--- config.mk ---
export PLATFORM = sky130hd
export DESIGN_NAME = sum_accum
export DESIGN_NICKNAME = d
export VERILOG_FILES = /design/src/rtl/sum_pkg.sv /design/src/rtl/bin2bcd_seq.sv /design/src/rtl/sum_accum.sv
export SDC_FILE = /design/constraint.sdc
export NUM_CORES = 1
export LEC_CHECK = 0
export ABC_AREA = 1
export CAP_MARGIN = 20
export CORE_UTILIZATION = 37
export CTS_BUF_LIST = sky130_fd_sc_hd__clkbuf_8
export DETAILED_ROUTE_END_ITERATION = 6
export PLACE_DENSITY = 0.58
export SLEW_MARGIN = 10
export SYNTH_ARGS = -nofsm -noshare
export SYNTH_HDL_FRONTEND = slang
export SYNTH_HIERARCHICAL = 1
export SYNTH_SLANG_ARGS = --single-unit
--- constraint.sdc ---
create_clock -name clk -period 2.4 [get_ports clk]
set_input_delay 0.6 -clock clk [delete_from_list [all_inputs] [get_ports clk]]
set_output_delay 0.6 -clock clk [all_outputs]
set_load 0.03 [all_outputs]
--- src/rtl/sum_pkg.sv ---
// Shared types and constants for the running-total / BCD display path.
// The converter state enum lives here so the display stage can decode it too.
package sum_pkg;

    typedef enum logic [1:0] {
        IDLE    = 2'd0,
        CONVERT = 2'd1,
        DONE    = 2'd2
    } conv_state_t;

    localparam int TOTAL_W    = 10;
    localparam int BCD_W      = 12;
    localparam int SAT_MAX    = 999;
    localparam int CONV_ITERS = 10;

endpackage

--- src/rtl/bin2bcd_seq.sv ---
// Sequential double-dabble converter: one shift-add-3 step per cycle over BIN_W
// iterations, followed by a single DONE cycle that publishes the result.
module bin2bcd_seq #(
    parameter int BIN_W = sum_pkg::TOTAL_W,
    parameter int BCD_W = sum_pkg::BCD_W
) (
    input  logic             clk,
    input  logic             reset,
    input  logic             start,
    input  logic [BIN_W-1:0] din,
    output logic             busy,
    output logic             done,
    output logic [BCD_W-1:0] bcd
);
    import sum_pkg::*;

    localparam int SR_W  = BCD_W + BIN_W;
    localparam int NDIG  = BCD_W / 4;
    localparam int CNT_W = $clog2(BIN_W + 1);
    localparam logic [CNT_W-1:0] LAST_CNT = CNT_W'(BIN_W - 1);

    conv_state_t      state_q, state_d;
    logic [CNT_W-1:0] cnt_q, cnt_d;
    logic [SR_W-1:0]  sr_q, sr_d;
    logic [BCD_W-1:0] bcd_q, bcd_d;
    logic             done_q, done_d;

    logic [SR_W-1:0]  sr_adj;
    logic [SR_W-1:0]  sr_step;

    // Add-3 correction on every BCD digit that would overflow on the next shift.
    genvar gi;
    generate
        for (gi = 0; gi < NDIG; gi++) begin : g_adj
            assign sr_adj[BIN_W + gi*4 +: 4] = (sr_q[BIN_W + gi*4 +: 4] >= 4'd5)
                                             ? sr_q[BIN_W + gi*4 +: 4] + 4'd3
                                             : sr_q[BIN_W + gi*4 +: 4];
        end
    endgenerate

    assign sr_adj[BIN_W-1:0] = sr_q[BIN_W-1:0];
    assign sr_step           = sr_adj << 1;

    always_comb begin
        state_d = state_q;
        cnt_d   = cnt_q;
        sr_d    = sr_q;
        bcd_d   = bcd_q;
        done_d  = 1'b0;
        case (state_q)
            IDLE: begin
                if (start) begin
                    sr_d    = {{BCD_W{1'b0}}, din};
                    cnt_d   = '0;
                    state_d = CONVERT;
                end
            end
            CONVERT: begin
                sr_d  = sr_step;
                cnt_d = cnt_q + CNT_W'(1);
                if (cnt_q == LAST_CNT) begin
                    state_d = DONE;
                end
            end
            DONE: begin
                bcd_d   = sr_q[SR_W-1:BIN_W];
                done_d  = 1'b1;
                state_d = IDLE;
            end
            default: begin
                state_d = IDLE;
            end
        endcase
    end

    always_ff @(posedge clk) begin
        if (!reset) begin
            state_q <= IDLE;
            cnt_q   <= '0;
            sr_q    <= '0;
            bcd_q   <= '0;
            done_q  <= 1'b0;
        end else begin
            state_q <= state_d;
            cnt_q   <= cnt_d;
            sr_q    <= sr_d;
            bcd_q   <= bcd_d;
            done_q  <= done_d;
        end
    end

    assign busy = (state_q != IDLE);
    assign done = done_q;
    assign bcd  = bcd_q;

endmodule

--- src/rtl/sum_accum.sv ---
// Saturating running total of the fsm's w output, with a background BCD conversion
// that is re-requested on every total update and never loses a request.
module sum_accum #(
    parameter int TOTAL_W = sum_pkg::TOTAL_W,
    parameter int SAT_MAX = sum_pkg::SAT_MAX
) (
    input  logic               clk,
    input  logic               reset,
    input  logic [3:0]         w,
    input  logic               clr,
    output logic [TOTAL_W-1:0] total,
    output logic [11:0]        bcd,
    output logic               bcd_valid,
    output logic               busy
);
    import sum_pkg::*;

    localparam logic [TOTAL_W:0]   SAT_WIDE   = (TOTAL_W + 1)'(SAT_MAX);
    localparam logic [TOTAL_W-1:0] SAT_NARROW = TOTAL_W'(SAT_MAX);

    logic [3:0]         w_prev_q, w_prev_d;
    logic [TOTAL_W-1:0] total_q, total_d;
    logic               pending_q, pending_d;

    logic               changed;
    logic               update;
    logic [TOTAL_W:0]   sum_wide;
    logic               conv_busy;
    logic               conv_ack;

    assign changed  = (w != w_prev_q);
    assign update   = clr || changed;
    // One extra bit so the saturation compare can never be fooled by a wrap.
    assign sum_wide = {1'b0, total_q} + (TOTAL_W + 1)'(w);
    assign conv_ack = pending_q && !conv_busy;

    always_comb begin
        w_prev_d  = w;
        total_d   = total_q;
        pending_d = pending_q;
        if (clr) begin
            total_d = '0;
        end else if (changed) begin
            total_d = (sum_wide > SAT_WIDE) ? SAT_NARROW : sum_wide[TOTAL_W-1:0];
        end
        // A fresh update wins over the converter consuming the older request.
        if (update) begin
            pending_d = 1'b1;
        end else if (conv_ack) begin
            pending_d = 1'b0;
        end
    end

    always_ff @(posedge clk) begin
        if (!reset) begin
            w_prev_q  <= '0;
            total_q   <= '0;
            pending_q <= 1'b0;
        end else begin
            w_prev_q  <= w_prev_d;
            total_q   <= total_d;
            pending_q <= pending_d;
        end
    end

    bin2bcd_seq #(
        .BIN_W (TOTAL_W),
        .BCD_W (BCD_W)
    ) u_bin2bcd (
        .clk   (clk),
        .reset (reset),
        .start (pending_q),
        .din   (total_q),
        .busy  (conv_busy),
        .done  (bcd_valid),
        .bcd   (bcd)
    );

    assign total = total_q;
    assign busy  = conv_busy;

endmodule

==> results_dict.tcl <==
set metrics [dict create \
    crit_required_ns 2.61 \
    relSlewSlack_pct 58.84 \
    htreeDepth 2 \
    synthCells 397 \
    cp-start-kind "input pin" \
    drc 0 \
    die_area_sq_um 8027 \
    rr_startpoint "total[0]" \
    dp_hpwl_um 4692 \
    vias 2593 \
    synth_warnings 6 \
    routed_via_density 4.749 \
    final_cell_mix "89 x nand2_1, 61 x inv_1, 56 x dfxtp_1, 39 x a21oi_1, 32 x nand3_1" \
    finClkSkew_ns 0.006866 \
    place_congestion 0.8321 \
    grt_max_degree 25 \
    nets 467 \
    worst_ep_arrival_time_ns 2.42 \
    finalCritPeriodShare_pct 92.03 \
    core_sq_um 7331 \
    synth.area.top_cells "dfxtp_1 39%, nand2_1 12%, inv_1 8.1%" \
    criticalPathCategory "in2reg" \
    antenna_cells 0 \
    rsz0062_at_grt "false" \
    rrSetupSlack_ns 0.28 \
    dpl_cell_area_sq_um 3348 \
    seq_area_frac_synth_pct 39.49 \
    firstDrtPassIters 4 \
    synth.avg_cell_area_sq_um 7.151 \
    drtIter0Drc 151 \
    design_area_sq_um 3521 \
    root_buffer "clkbuf_8" \
    slew_violations 0 \
    synth_top_area_cell "dfxtp_1" \
    postCtsHoldBufs 0 \
    cts_tree "built" \
    setup_viol_count_final 0 \
    period_needed_ns 2.209 \
    antenna_found_initial 0 \
    wire_per_inst_um 11.95 \
    io_pins 31 \
    synthDistinctLibCells 28 \
    crit_start "w[2]" \
    drive_above_1_share_pct 12.75 \
    grt_pass1_wl_um 10670 \
    status "complete, no violations" \
    start_util_pct 38.73 \
    worst_setup_path_end_kind "flip-flop" \
    syn_area_sq_um 2839 \
    cap_violations 0 \
    finalPower_mw 1.743 \
    synth.top_cell.area_share_pct 39.49 \
    crit_end "total[2]" \
    cts-root-to-sink-buffers 2 \
    syn_nets 417 \
    row_count 31 \
    clk_pin_slew_ns 0.09 \
    layout_commonest_cell "nand2_1" \
    hold_path.class "reg2reg" \
    fp.dieW_um 89.60 \
    worst_slew_pin_slew_ns 0.6168 \
    final_hold_viol_count 0 \
    clock_latency_ns 0.31 \
    reg2reg_depth 15 \
    grt_pass1_vias 2348 \
    vdd_drop_max_uv 215.6 \
    grt.overflow.total 0 \
    r2r_end "total[2]" \
    critPathMaxFanout 6 \
    cts.sinks 56 \
    portBuffers 30 \
    cts_buffers 5 \
    grt_usage_pct 17.32 \
    p_leak_nw 1.577 \
    synth.ff_latch_count 56 \
    powerDensity_nw_per_um2 495.0 \
    die_y_um 89.60 \
    drt-total-wl_um 6525 \
    syn2layout_area_growth_pct 24.02 \
    ant_nets 0 \
    fmax_ghz 0.4527 \
]
[what timing repair did]
item / in CTS / in global routing
endpoints found under the setup margin: 5 / 9
gates resized for setup: 3 / 14
setup buffers: 0 / 3
pin swaps: 3 / 9
[through the flow]
stage / utilization [%] / setup WS (ns) / std cells / hold WS, ns / TNS, ns
floorplan: - / 0.1893 / 397 / 0.4249 / 0
global placement: 45.67 / -0.3388 / 536 / 0.4407 / -2.889
detailed placement: 45.67 / -0.3927 / 536 / 0.4448 / -3.246
CTS: 46.90 / 0.01987 / 543 / 0.4587 / 0
global route: 48.03 / 0.01071 / 546 / 0.4851 / 0
finish: 48.03 / 0.1912 / 546 / 0.4550 / 0
[per-layer routing]
metal	track usage (%)	vias to the layer above	share of wire [%]	wire length [um]
li1	-	1383	-	-
met1	21.24	1155	47	3039
met2	30.99	53	49	3201
met3	3.473	2	3.8	248
met4	4.329	0	0.55	36
met5	0	-	0	0
[power by group]
part | switching (mW) | internal (mW)
combinational | 0.166 | 0.114
clock | 0.287 | 0.195
sequential | 0.0211 | 0.960
total | 0.474 | 1.27
[registers in the layout, summed over array words and instances (netlist names)]
| signal | count |
|---|---|
| u_bin2bcd/bcd | 12 |
| u_bin2bcd/cnt_q | 4 |
| pending_q | 1 |
| u_bin2bcd/done | 1 |
| u_bin2bcd/state_q | 2 |
| u_bin2bcd/sr_q | 22 |
| w_prev_q | 4 |
| total | 10 |
[Yosys cell counts]
| master | n |
|---|---|
| a221oi_1 | 2 |
| o21ai_2 | 1 |
| dfxtp_1 | 56 |
| buf_2 | 4 |
| nor2_4 | 1 |
| nand4_1 | 8 |
| xnor2_1 | 1 |
| buf_6 | 3 |
| fa_1 | 1 |
| nand2_2 | 6 |
| xor2_1 | 3 |
| buf_4 | 1 |
| a21oi_1 | 39 |
| inv_2 | 2 |
| nor3_2 | 1 |
| and2_1 | 1 |
| o211ai_1 | 9 |
| inv_1 | 61 |
| or2_0 | 1 |
| nand3_1 | 34 |
| o21ai_0 | 26 |
| nor2_1 | 17 |
| clkbuf_1 | 3 |
| nand2_1 | 92 |
| o21bai_1 | 5 |
| nor2_2 | 5 |
| nand3b_1 | 2 |
| ha_1 | 12 |
[area by class of cell]
class / instances / area, sq um
clock inverters: 2 / 8.758
inverters: 63 / 236.5
well taps: 99 / 123.9
fillers: 730 / 3810
multi-input cells: 267 / 1474
clock buffers: 5 / 68.82
repair buffers: 54 / 488.0
flip-flops and latches: 56 / 1121
[worst max-delay path: stages]
cell             delay, ns
clkdlybuf4s50_1       0.49
ha_4                  0.34
nand2_1               0.05
nand2_1               0.08
inv_1                 0.06
nand2_1               0.08
nand2_1               0.07
nand2_1               0.06
nand2_1               0.05
nand2_1               0.11
nor2_2                0.05
nand2_2               0.10
nand2_4               0.08
o21bai_1              0.16
inv_1                 0.05
[cell families after synthesis]
family	synth area share, %
adders and majority gates	5.994
DFF	39.49
AOI/OAI and AO/OA	16.09
buffers and inverters	10.89
and+or+nand+nor	26.31
xor gates and xnor gates	1.234
[how the worst min path moves through the flow]
| stage | from | to | slack [ns] | cells after the start |
|---|---|---|---|---|
| 5_1_grt | u_bin2bcd/sr_q[0] | u_bin2bcd/sr_q[0] | 0.49 | 2 |
| 3_5_place_dp | u_bin2bcd/sr_q[3] | u_bin2bcd/sr_q[3] | 0.44 | 2 |
| 6_report | u_bin2bcd/sr_q[1] | u_bin2bcd/sr_q[1] | 0.46 | 2 |
| 2_1_floorplan | u_bin2bcd/sr_q[9] | u_bin2bcd/sr_q[9] | 0.42 | 2 |
| 3_3_place_gp | u_bin2bcd/sr_q[4] | u_bin2bcd/sr_q[4] | 0.44 | 2 |
| 4_1_cts | u_bin2bcd/sr_q[6] | u_bin2bcd/sr_q[6] | 0.46 | 2 |
Note: power is estimated with default switching activity, not from simulation.
